$ cat src/rtl/keypad_entry.sv
// keypad_entry: 4x4 matrix keypad scanner, debouncer and BCD entry buffer.
// Drives one column low at a time. Samples the synchronised rows once per column
// period and classifies each full scan as NONE, ONE(key) or MULTI. A debounce FSM
// accepts one key per press. Accepted keys edit a 4-digit BCD entry buffer that is
// latched to 'code' on ENTER.
// Optional build macro: KEYPAD_REPEAT_EN enables auto-repeat of a held key.
// Handshake: key_valid and code_valid are single-cycle strobes with no back-pressure.
// key_code and code stay stable until the next strobe.
module keypad_entry #(
    parameter int SCAN_COUNT     = 50000,
    parameter int DEBOUNCE_SCANS = 4,
    parameter int REPEAT_SCANS   = 100
) (
    input  logic        clk,
    input  logic        rst,
    input  logic        en,
    input  logic [3:0]  row,
    output logic [3:0]  col,
    output logic [3:0]  key_code,
    output logic        key_valid,
    output logic        key_held,
    output logic [15:0] entry,
    output logic [2:0]  entry_cnt,
    output logic [15:0] code,
    output logic        code_valid
);

    localparam int SC_W = (SCAN_COUNT > 1) ? $clog2(SCAN_COUNT) : 1;
    localparam int DB_W = $clog2(DEBOUNCE_SCANS + 1);
    localparam int RP_W = $clog2(REPEAT_SCANS + 1);
    localparam logic [SC_W-1:0] SC_LAST = SC_W'(SCAN_COUNT - 1);
    localparam logic [DB_W-1:0] DB_TGT  = DB_W'(DEBOUNCE_SCANS);
    localparam logic [RP_W-1:0] RP_TGT  = RP_W'(REPEAT_SCANS);

`ifdef KEYPAD_REPEAT_EN
    localparam logic REPEAT_ON = 1'b1;
`else
    localparam logic REPEAT_ON = 1'b0;
`endif

    localparam logic [1:0] S_IDLE     = 2'd0;
    localparam logic [1:0] S_DEBOUNCE = 2'd1;
    localparam logic [1:0] S_PRESSED  = 2'd2;
    localparam logic [1:0] S_RELEASE  = 2'd3;

    logic [3:0]      row_s1_q, row_s2_q;
    logic [SC_W-1:0] scan_cnt_q, scan_cnt_d;
    logic [1:0]      col_idx_q, col_idx_d;
    logic [3:0]      col_q, col_d;
    logic [1:0]      hit_cnt_q, hit_cnt_d;
    logic [3:0]      hit_key_q, hit_key_d;
    logic [1:0]      state_q, state_d;
    logic [3:0]      cand_q, cand_d;
    logic [DB_W-1:0] db_cnt_q, db_cnt_d;
    logic [RP_W-1:0] rep_cnt_q, rep_cnt_d;
    logic [3:0]      key_code_q, key_code_d;
    logic            key_valid_q, key_valid_d;
    logic [15:0]     entry_q, entry_d;
    logic [2:0]      entry_cnt_q, entry_cnt_d;
    logic [15:0]     code_q, code_d;
    logic            code_valid_q, code_valid_d;

    logic [3:0] row_low;
    logic [2:0] col_hits;
    logic [1:0] row_idx;
    logic [2:0] tot;
    logic [1:0] tot_sat;
    logic [3:0] acc_key;
    logic       sample, scan_end, res_one;

    function automatic logic [3:0] key_map(input logic [1:0] r, input logic [1:0] c);
        logic [3:0] k;
        k = 4'h0;
        case ({r, c})
            4'h0: k = 4'h1;  4'h1: k = 4'h2;  4'h2: k = 4'h3;  4'h3: k = 4'hA;
            4'h4: k = 4'h4;  4'h5: k = 4'h5;  4'h6: k = 4'h6;  4'h7: k = 4'hB;
            4'h8: k = 4'h7;  4'h9: k = 4'h8;  4'hA: k = 4'h9;  4'hB: k = 4'hC;
            4'hC: k = 4'hE;  4'hD: k = 4'h0;  4'hE: k = 4'hF;  default: k = 4'hD;
        endcase
        return k;
    endfunction

    // Classify the current column sample and fold it into the running scan result
    always_comb begin
        row_low  = ~row_s2_q;
        col_hits = 3'(row_low[0]) + 3'(row_low[1]) + 3'(row_low[2]) + 3'(row_low[3]);
        row_idx  = 2'd0;
        for (int i = 3; i >= 0; i--) begin
            if (row_low[i]) row_idx = 2'(i);
        end
        tot      = {1'b0, hit_cnt_q} + col_hits;
        tot_sat  = (tot >= 3'd2) ? 2'd2 : tot[1:0];
        acc_key  = (col_hits == 3'd1) ? key_map(row_idx, col_idx_q) : hit_key_q;
        sample   = en && (scan_cnt_q == SC_LAST);
        scan_end = sample && (col_idx_q == 2'd3);
        res_one  = (tot_sat == 2'd1);
    end

    // Column stepping and per-scan hit accumulation; everything freezes while en=0
    always_comb begin
        scan_cnt_d = scan_cnt_q;
        col_idx_d  = col_idx_q;
        hit_cnt_d  = hit_cnt_q;
        hit_key_d  = hit_key_q;
        col_d      = 4'hF;
        if (en) begin
            if (sample) begin
                scan_cnt_d = '0;
                col_idx_d  = col_idx_q + 2'd1;
                if (scan_end) begin
                    hit_cnt_d = 2'd0;
                    hit_key_d = 4'h0;
                end else begin
                    hit_cnt_d = tot_sat;
                    hit_key_d = acc_key;
                end
            end else begin
                scan_cnt_d = scan_cnt_q + SC_W'(1);
            end
            col_d = ~(4'b0001 << col_idx_d);
        end
    end

    // Debounce FSM, stepped once per completed scan; MULTI counts as NONE except in RELEASE
    always_comb begin
        state_d     = state_q;
        cand_d      = cand_q;
        db_cnt_d    = db_cnt_q;
        rep_cnt_d   = rep_cnt_q;
        key_code_d  = key_code_q;
        key_valid_d = 1'b0;
        if (!en) begin
            state_d   = S_IDLE;
            db_cnt_d  = '0;
            rep_cnt_d = '0;
        end else if (scan_end) begin
            case (state_q)
                S_IDLE: begin
                    if (res_one) begin
                        cand_d   = acc_key;
                        db_cnt_d = DB_W'(1);
                        state_d  = S_DEBOUNCE;
                        if (DEBOUNCE_SCANS <= 1) begin
                            state_d     = S_PRESSED;
                            key_code_d  = acc_key;
                            key_valid_d = 1'b1;
                            rep_cnt_d   = '0;
                        end
                    end
                end
                S_DEBOUNCE: begin
                    if (res_one && (acc_key == cand_q)) begin
                        if (db_cnt_q + DB_W'(1) == DB_TGT) begin
                            state_d     = S_PRESSED;
                            key_code_d  = cand_q;
                            key_valid_d = 1'b1;
                            rep_cnt_d   = '0;
                        end else begin
                            db_cnt_d = db_cnt_q + DB_W'(1);
                        end
                    end else begin
                        state_d = S_IDLE;
                    end
                end
                S_PRESSED: begin
                    if (!res_one) begin
                        db_cnt_d = DB_W'(1);
                        state_d  = (DEBOUNCE_SCANS <= 1) ? S_IDLE : S_RELEASE;
                    end else if (REPEAT_ON) begin
                        if (rep_cnt_q + RP_W'(1) == RP_TGT) begin
                            rep_cnt_d = '0;
                            if (cand_q != 4'hC) begin
                                key_code_d  = cand_q;
                                key_valid_d = 1'b1;
                            end
                        end else begin
                            rep_cnt_d = rep_cnt_q + RP_W'(1);
                        end
                    end
                end
                default: begin
                    if (tot_sat == 2'd0) begin
                        if (db_cnt_q + DB_W'(1) == DB_TGT) state_d = S_IDLE;
                        else db_cnt_d = db_cnt_q + DB_W'(1);
                    end else begin
                        state_d = S_PRESSED;
                    end
                end
            endcase
        end
    end

    // Entry buffer editing, one clock after each accepted key strobe
    always_comb begin
        entry_d      = entry_q;
        entry_cnt_d  = entry_cnt_q;
        code_d       = code_q;
        code_valid_d = 1'b0;
        if (en && key_valid_q) begin
            if (key_code_q <= 4'd9) begin
                if (entry_cnt_q < 3'd4) begin
                    entry_d     = {entry_q[11:0], key_code_q};
                    entry_cnt_d = entry_cnt_q + 3'd1;
                end
            end else if (key_code_q == 4'hA) begin
                if (entry_cnt_q != 3'd0) begin
                    entry_d     = entry_q >> 4;
                    entry_cnt_d = entry_cnt_q - 3'd1;
                end
            end else if (key_code_q == 4'hB) begin
                entry_d     = 16'h0;
                entry_cnt_d = 3'd0;
            end else if (key_code_q == 4'hC) begin
                code_d       = entry_q;
                code_valid_d = 1'b1;
                entry_d      = 16'h0;
                entry_cnt_d  = 3'd0;
            end
        end
    end

    // State registers with synchronous active-high reset
    always_ff @(posedge clk) begin
        if (rst) begin
            row_s1_q     <= 4'hF;
            row_s2_q     <= 4'hF;
            scan_cnt_q   <= '0;
            col_idx_q    <= 2'd0;
            col_q        <= 4'hF;
            hit_cnt_q    <= 2'd0;
            hit_key_q    <= 4'h0;
            state_q      <= S_IDLE;
            cand_q       <= 4'h0;
            db_cnt_q     <= '0;
            rep_cnt_q    <= '0;
            key_code_q   <= 4'h0;
            key_valid_q  <= 1'b0;
            entry_q      <= 16'h0;
            entry_cnt_q  <= 3'd0;
            code_q       <= 16'h0;
            code_valid_q <= 1'b0;
        end else begin
            row_s1_q     <= row;
            row_s2_q     <= row_s1_q;
            scan_cnt_q   <= scan_cnt_d;
            col_idx_q    <= col_idx_d;
            col_q        <= col_d;
            hit_cnt_q    <= hit_cnt_d;
            hit_key_q    <= hit_key_d;
            state_q      <= state_d;
            cand_q       <= cand_d;
            db_cnt_q     <= db_cnt_d;
            rep_cnt_q    <= rep_cnt_d;
            key_code_q   <= key_code_d;
            key_valid_q  <= key_valid_d;
            entry_q      <= entry_d;
            entry_cnt_q  <= entry_cnt_d;
            code_q       <= code_d;
            code_valid_q <= code_valid_d;
        end
    end

    assign col        = col_q;
    assign key_code   = key_code_q;
    assign key_valid  = key_valid_q;
    assign key_held   = (state_q == S_PRESSED) || (state_q == S_RELEASE);
    assign entry      = entry_q;
    assign entry_cnt  = entry_cnt_q;
    assign code       = code_q;
    assign code_valid = code_valid_q;

endmodule

$ cat config.mk
export PLATFORM = sky130hd
export DESIGN_NAME = keypad_entry
export DESIGN_NICKNAME = d
export VERILOG_FILES = /design/src/rtl/keypad_entry.sv
export SDC_FILE = /design/constraint.sdc
export NUM_CORES = 1
export LEC_CHECK = 0
export CAP_MARGIN = 10
export CORE_MARGIN = 3
export CORE_UTILIZATION = 50
export DETAILED_ROUTE_END_ITERATION = 8
export DONT_BUFFER_PORTS = 1
export PLACE_DENSITY = 0.65
export SLEW_MARGIN = 20
export SYNTH_ARGS = -nofsm -noshare
export SYNTH_HDL_FRONTEND = slang
export SYNTH_SLANG_ARGS = --single-unit
$ cat constraint.sdc
create_clock -name clk -period 9.9 [get_ports clk]
set_clock_uncertainty 0.05 [all_clocks]
set_input_delay 0.99 -clock clk [delete_from_list [all_inputs] [get_ports clk]]
set_output_delay 0.99 -clock clk [all_outputs]
set_load 0.02 [all_outputs]
==> results <==
- The post-synthesis instance total is 496.
- The required time of the critical path is 10.13 ns.
- The number of warnings reported in the yosys synthesis log is 0.
- The synthesized design contains 0 enable-type register cells.
- By instance count, the cell type seen most on the critical path is sky130_fd_sc_hd__ha_1.
- The post-CTS setup repair buffer count is 0.
- Setup repair after global routing left no endpoint under its margin.
- Summing every instance area after synthesis gives 4091 sq um.
- The violation count after the first detailed-routing iteration is 206.
- The signal on the critical path passes through inv_1 -> fa_1 -> ha_1 -> ha_1 -> or3b_1 -> a2111oi_0 -> o311ai_0 -> a211o_1 -> nor4_4 -> mux2_2 -> o22ai_1.
- The share of the synthesized area in the top cell type is 42.08%.
- The largest single stage delay on the critical path is 0.51 ns.
- The post-synthesis cell type with the largest combined area is sky130_fd_sc_hd__dfxtp_1.
- The synthesized area per cell is 8.249 sq um.
- The count of instances resized after the clock tree is built is 0.
- In the global route stage, overall resource usage came out at 20.71%.
- In the synthesized netlist the async set-or-reset flop fraction comes to 0%.
- The power per cell area is 149.4 nW/um^2.
- The area growth from synthesis to layout is 6.881%.
- The portion of the post-synthesis area used by sequential elements is 42.08%.
- The number of buffers between clock root and the deepest sink is 2.
- The number of buffer and inverter instances along the worst setup path is 1.
- At the pin with the least slew margin, the transition time is 0.7038 ns.
- For this design the top-level I/O count stands at 53.
- The hold violation total from the final report is 0.
- The H-tree generated during clock tree synthesis spans 3 levels.
- The post-synthesis net count is 522.
- The cell at the slowest stage of the critical path is sky130_fd_sc_hd__or3b_1.
- Clock latency on the worst-skew pair, taken at its later pin, is 0.35 ns.
- The count of nets left with antenna violations once routing finished came out at 0.
- Setup violations remaining at the end of the flow were counted as 0.
- Along the worst path, the maximum fanout reaches 11.
- The sort of element at the start of the critical path is a register.
- The classification of the worst setup path is register to register.
- The number of pins exceeding their max-slew limit in the final report is 0.
- After synthesis, the most frequently instantiated cells are 86 x sky130_fd_sc_hd__dfxtp_1, 66 x sky130_fd_sc_hd__nand2_1, 53 x sky130_fd_sc_hd__nor2_1, 40 x sky130_fd_sc_hd__a21oi_1, 25 x sky130_fd_sc_hd__nand3_1.
- The largest net degree at the start of global routing is 68.
- The leftover overflow at the end of global routing is 0.
- Before antenna repair, the detailed router went through 4 iterations.
- The routability-driven placement congestion ratio is 0.8485.
- The post-route netlist has 7.143% of its cells at a drive strength greater than 1.
- The instance area at placement is 4149 sq um.
- The antenna diode count is 0.
- The count of unique library cells instantiated by Yosys is 55.
- The area of all placed cells without fillers is 4373 sq um.
- The initial antenna violation count is 0.
- In the final design database the tool counted 511 nets.
- Sorting the synthesized cells by area gives the leading types as sky130_fd_sc_hd__dfxtp_1 42%, sky130_fd_sc_hd__nand2_1 6.1%, sky130_fd_sc_hd__ha_1 5.2%, sky130_fd_sc_hd__a21oi_1 4.9%, sky130_fd_sc_hd__nor2_1 4.9%.
- TritonCTS built the clock tree.
- The total wire length after detailed routing is 9.135 mm.
- The number of vias per cell is 5.677.
- Synthesis inferred 86 register bits.
- The fmax is 248.8 MHz.
- The count of clock tree sinks is 86.
- The total of fill cells in the finished design is 780.
- The number of port buffers is 0.
- The final worst-path cycle share is 40.59%.
- The floorplan step set the die width to 96.46 um.
- The first global-routing pass estimated 15.08 mm of wire.
- The wire length per cell after detailed routing is 15.43 um.
- The clock-pin slew reported for the worst setup and hold paths after clock tree synthesis is 0.08 ns.
- STA puts the critical path data arrival time at 4.24 ns.
- The worst path needs 4.019 ns of the cycle, external delays included.
- The count of hold buffers inserted by post-cts repair is 0.
- Buffers inserted during clock tree synthesis total 9.
- The static power due to leakage is 1.615 nW.
- The worst relative slew slack is 53.07%.
- Max-cap violations in this run came to 0.
- The starting density of the core is 52.14%.
- The cell family contributing the most delay on the critical path is compound AO/OA/AOI/OAI gates.
- The area of the die is 9305 sq um.
- The worst min-delay path class is register to register.
- The number of vias after detailed routing is 3361.
- The HPWL after detailed placement is 6.483 mm.
- The prevailing post-synth register cell is sky130_fd_sc_hd__dfxtp_1.
- In the routed design, unresolved DRC markers number 0.
- The root buffer cell is sky130_fd_sc_hd__clkbuf_8.
- In this run the standard cell core region covers 7848 sq um.
- The worst voltage drop across the vdd grid is 99.81 uV.
- The cell with the most instances after synthesis is sky130_fd_sc_hd__dfxtp_1.
- The flow ran to the end, and the final reports show no timing, DRC or antenna violations.
- The endpoint kind of the worst setup timing path is a register.
- The number of core rows is 32.
- Measured along the y axis, the die boundary spans 96.46 um.
- The accumulated negative setup slack is 0 ns.
- The via count of the first global-routing pass is 3129.
[metrics by stage]
step | setup slack, ns | util [%] | instances | power (W) | hold WS (ns)
final | 5.881 | 55.72 | 592 | 0.0006531 | 0.3623
after CTS | 5.911 | 55.72 | 592 | 0.0006576 | 0.3644
after detailed placement | 5.968 | 52.87 | 576 | 0.0003846 | 0.3445
after global placement | 5.958 | 52.82 | 576 | 0.0003842 | 0.3423
after floorplan | 6.155 | - | 496 | 0.0003840 | 0.3395
after global routing | 5.596 | 55.72 | 592 | 0.0006801 | 0.3840
[power breakdown]
| group | internal [W] | leakage, nW | switching, W |
|---|---|---|---|
| sequential | 0.000348 | 0.695 | 0.00000219 |
| combinational | 0.0000105 | 0.811 | 0.0000161 |
| clock | 0.000151 | 0.109 | 0.000125 |
[cell usage in the layout (no fill, tap or decap), drive strengths merged, types with 6 or more instances in the layout]
| master | n |
|---|---|
| dfxtp | 86 |
| nand2 | 66 |
| nor2 | 53 |
| a21oi | 40 |
| nand3 | 25 |
| nor3 | 23 |
| inv | 23 |
| o21ai | 22 |
| ha | 17 |
| xor2 | 12 |
| clkbuf | 12 |
| a221oi | 11 |
| or2 | 9 |
| mux2i | 8 |
| xnor2 | 8 |
| nand4 | 7 |
| a211oi | 6 |
[sequential cells by signal, summed over array words and instances (netlist names), 2 cells and up]
signal,flops
entry_cnt,3
state_q,2
key_code,4
hit_key_q,4
scan_cnt_q,16
hit_cnt_q,2
code,16
cand_q,4
row_s1_q,4
db_cnt_q,3
row_s2_q,4
col,4
col_idx_q,2
entry,16
[worst register-to-register path, cell delays in order, from the launching register on]
cell and delay, ns:
sky130_fd_sc_hd__dfxtp_1 0.46, sky130_fd_sc_hd__inv_1 0.12, sky130_fd_sc_hd__fa_1 0.46, sky130_fd_sc_hd__ha_1 0.19, sky130_fd_sc_hd__ha_1 0.31, sky130_fd_sc_hd__or3b_1 0.51
sky130_fd_sc_hd__a2111oi_0 0.44, sky130_fd_sc_hd__o311ai_0 0.25, sky130_fd_sc_hd__a211o_1 0.37, sky130_fd_sc_hd__nor4_4 0.31, sky130_fd_sc_hd__mux2_2 0.39, sky130_fd_sc_hd__o22ai_1 0.10
[cell families after synthesis]
logic type	after synthesis	share of synthesized area, %
buffers and inverters	46	4.342
adders and majority gates	19	6.177
muxes	9	2.232
DFF	86	42.08
AOI/OAI and AO/OA	98	14.71
xor gates and xnor gates	20	4.281
and+or+nand+nor	218	26.18
[final cells by class]
class                           instances  area (sq um)  share of cell area [%]
Clock buffer                           12         145.1                   3.319
Clock inverter                          4         78.83                   1.803
Inverter                               22         82.58                   1.888
Multi-Input combinational cell        364          2202                   50.36
Sequential cell                        86          1722                   39.37
Tap cell                              102         127.6                   2.918
Timing Repair Buffer                    2         15.01                  0.3433
[path summary, 6_finish.rpt]
check,startpoint,endpoint,slack [ns],depth (start not counted)
worst max register to register,row_s2_q[1],state_q[1],5.88,11
worst max-delay path,row_s2_q[1],state_q[1],5.88,11
worst min register to register,row_s1_q[0],row_s2_q[0],0.36,1
worst min-delay path,row_s1_q[0],row_s2_q[0],0.36,1
[per-layer routing]
| layer | GRT usage [%] | vias to the layer above | wire (um) |
|---|---|---|---|
| li1 | - | 1712 | - |
| met1 | 27.24 | 1554 | 4175 |
| met2 | 33.28 | 86 | 4273 |
| met3 | 6.197 | 9 | 602 |
| met4 | 5.257 | 0 | 85 |
| met5 | 0 | - | 0 |
Power figures use the tool's default switching activity.
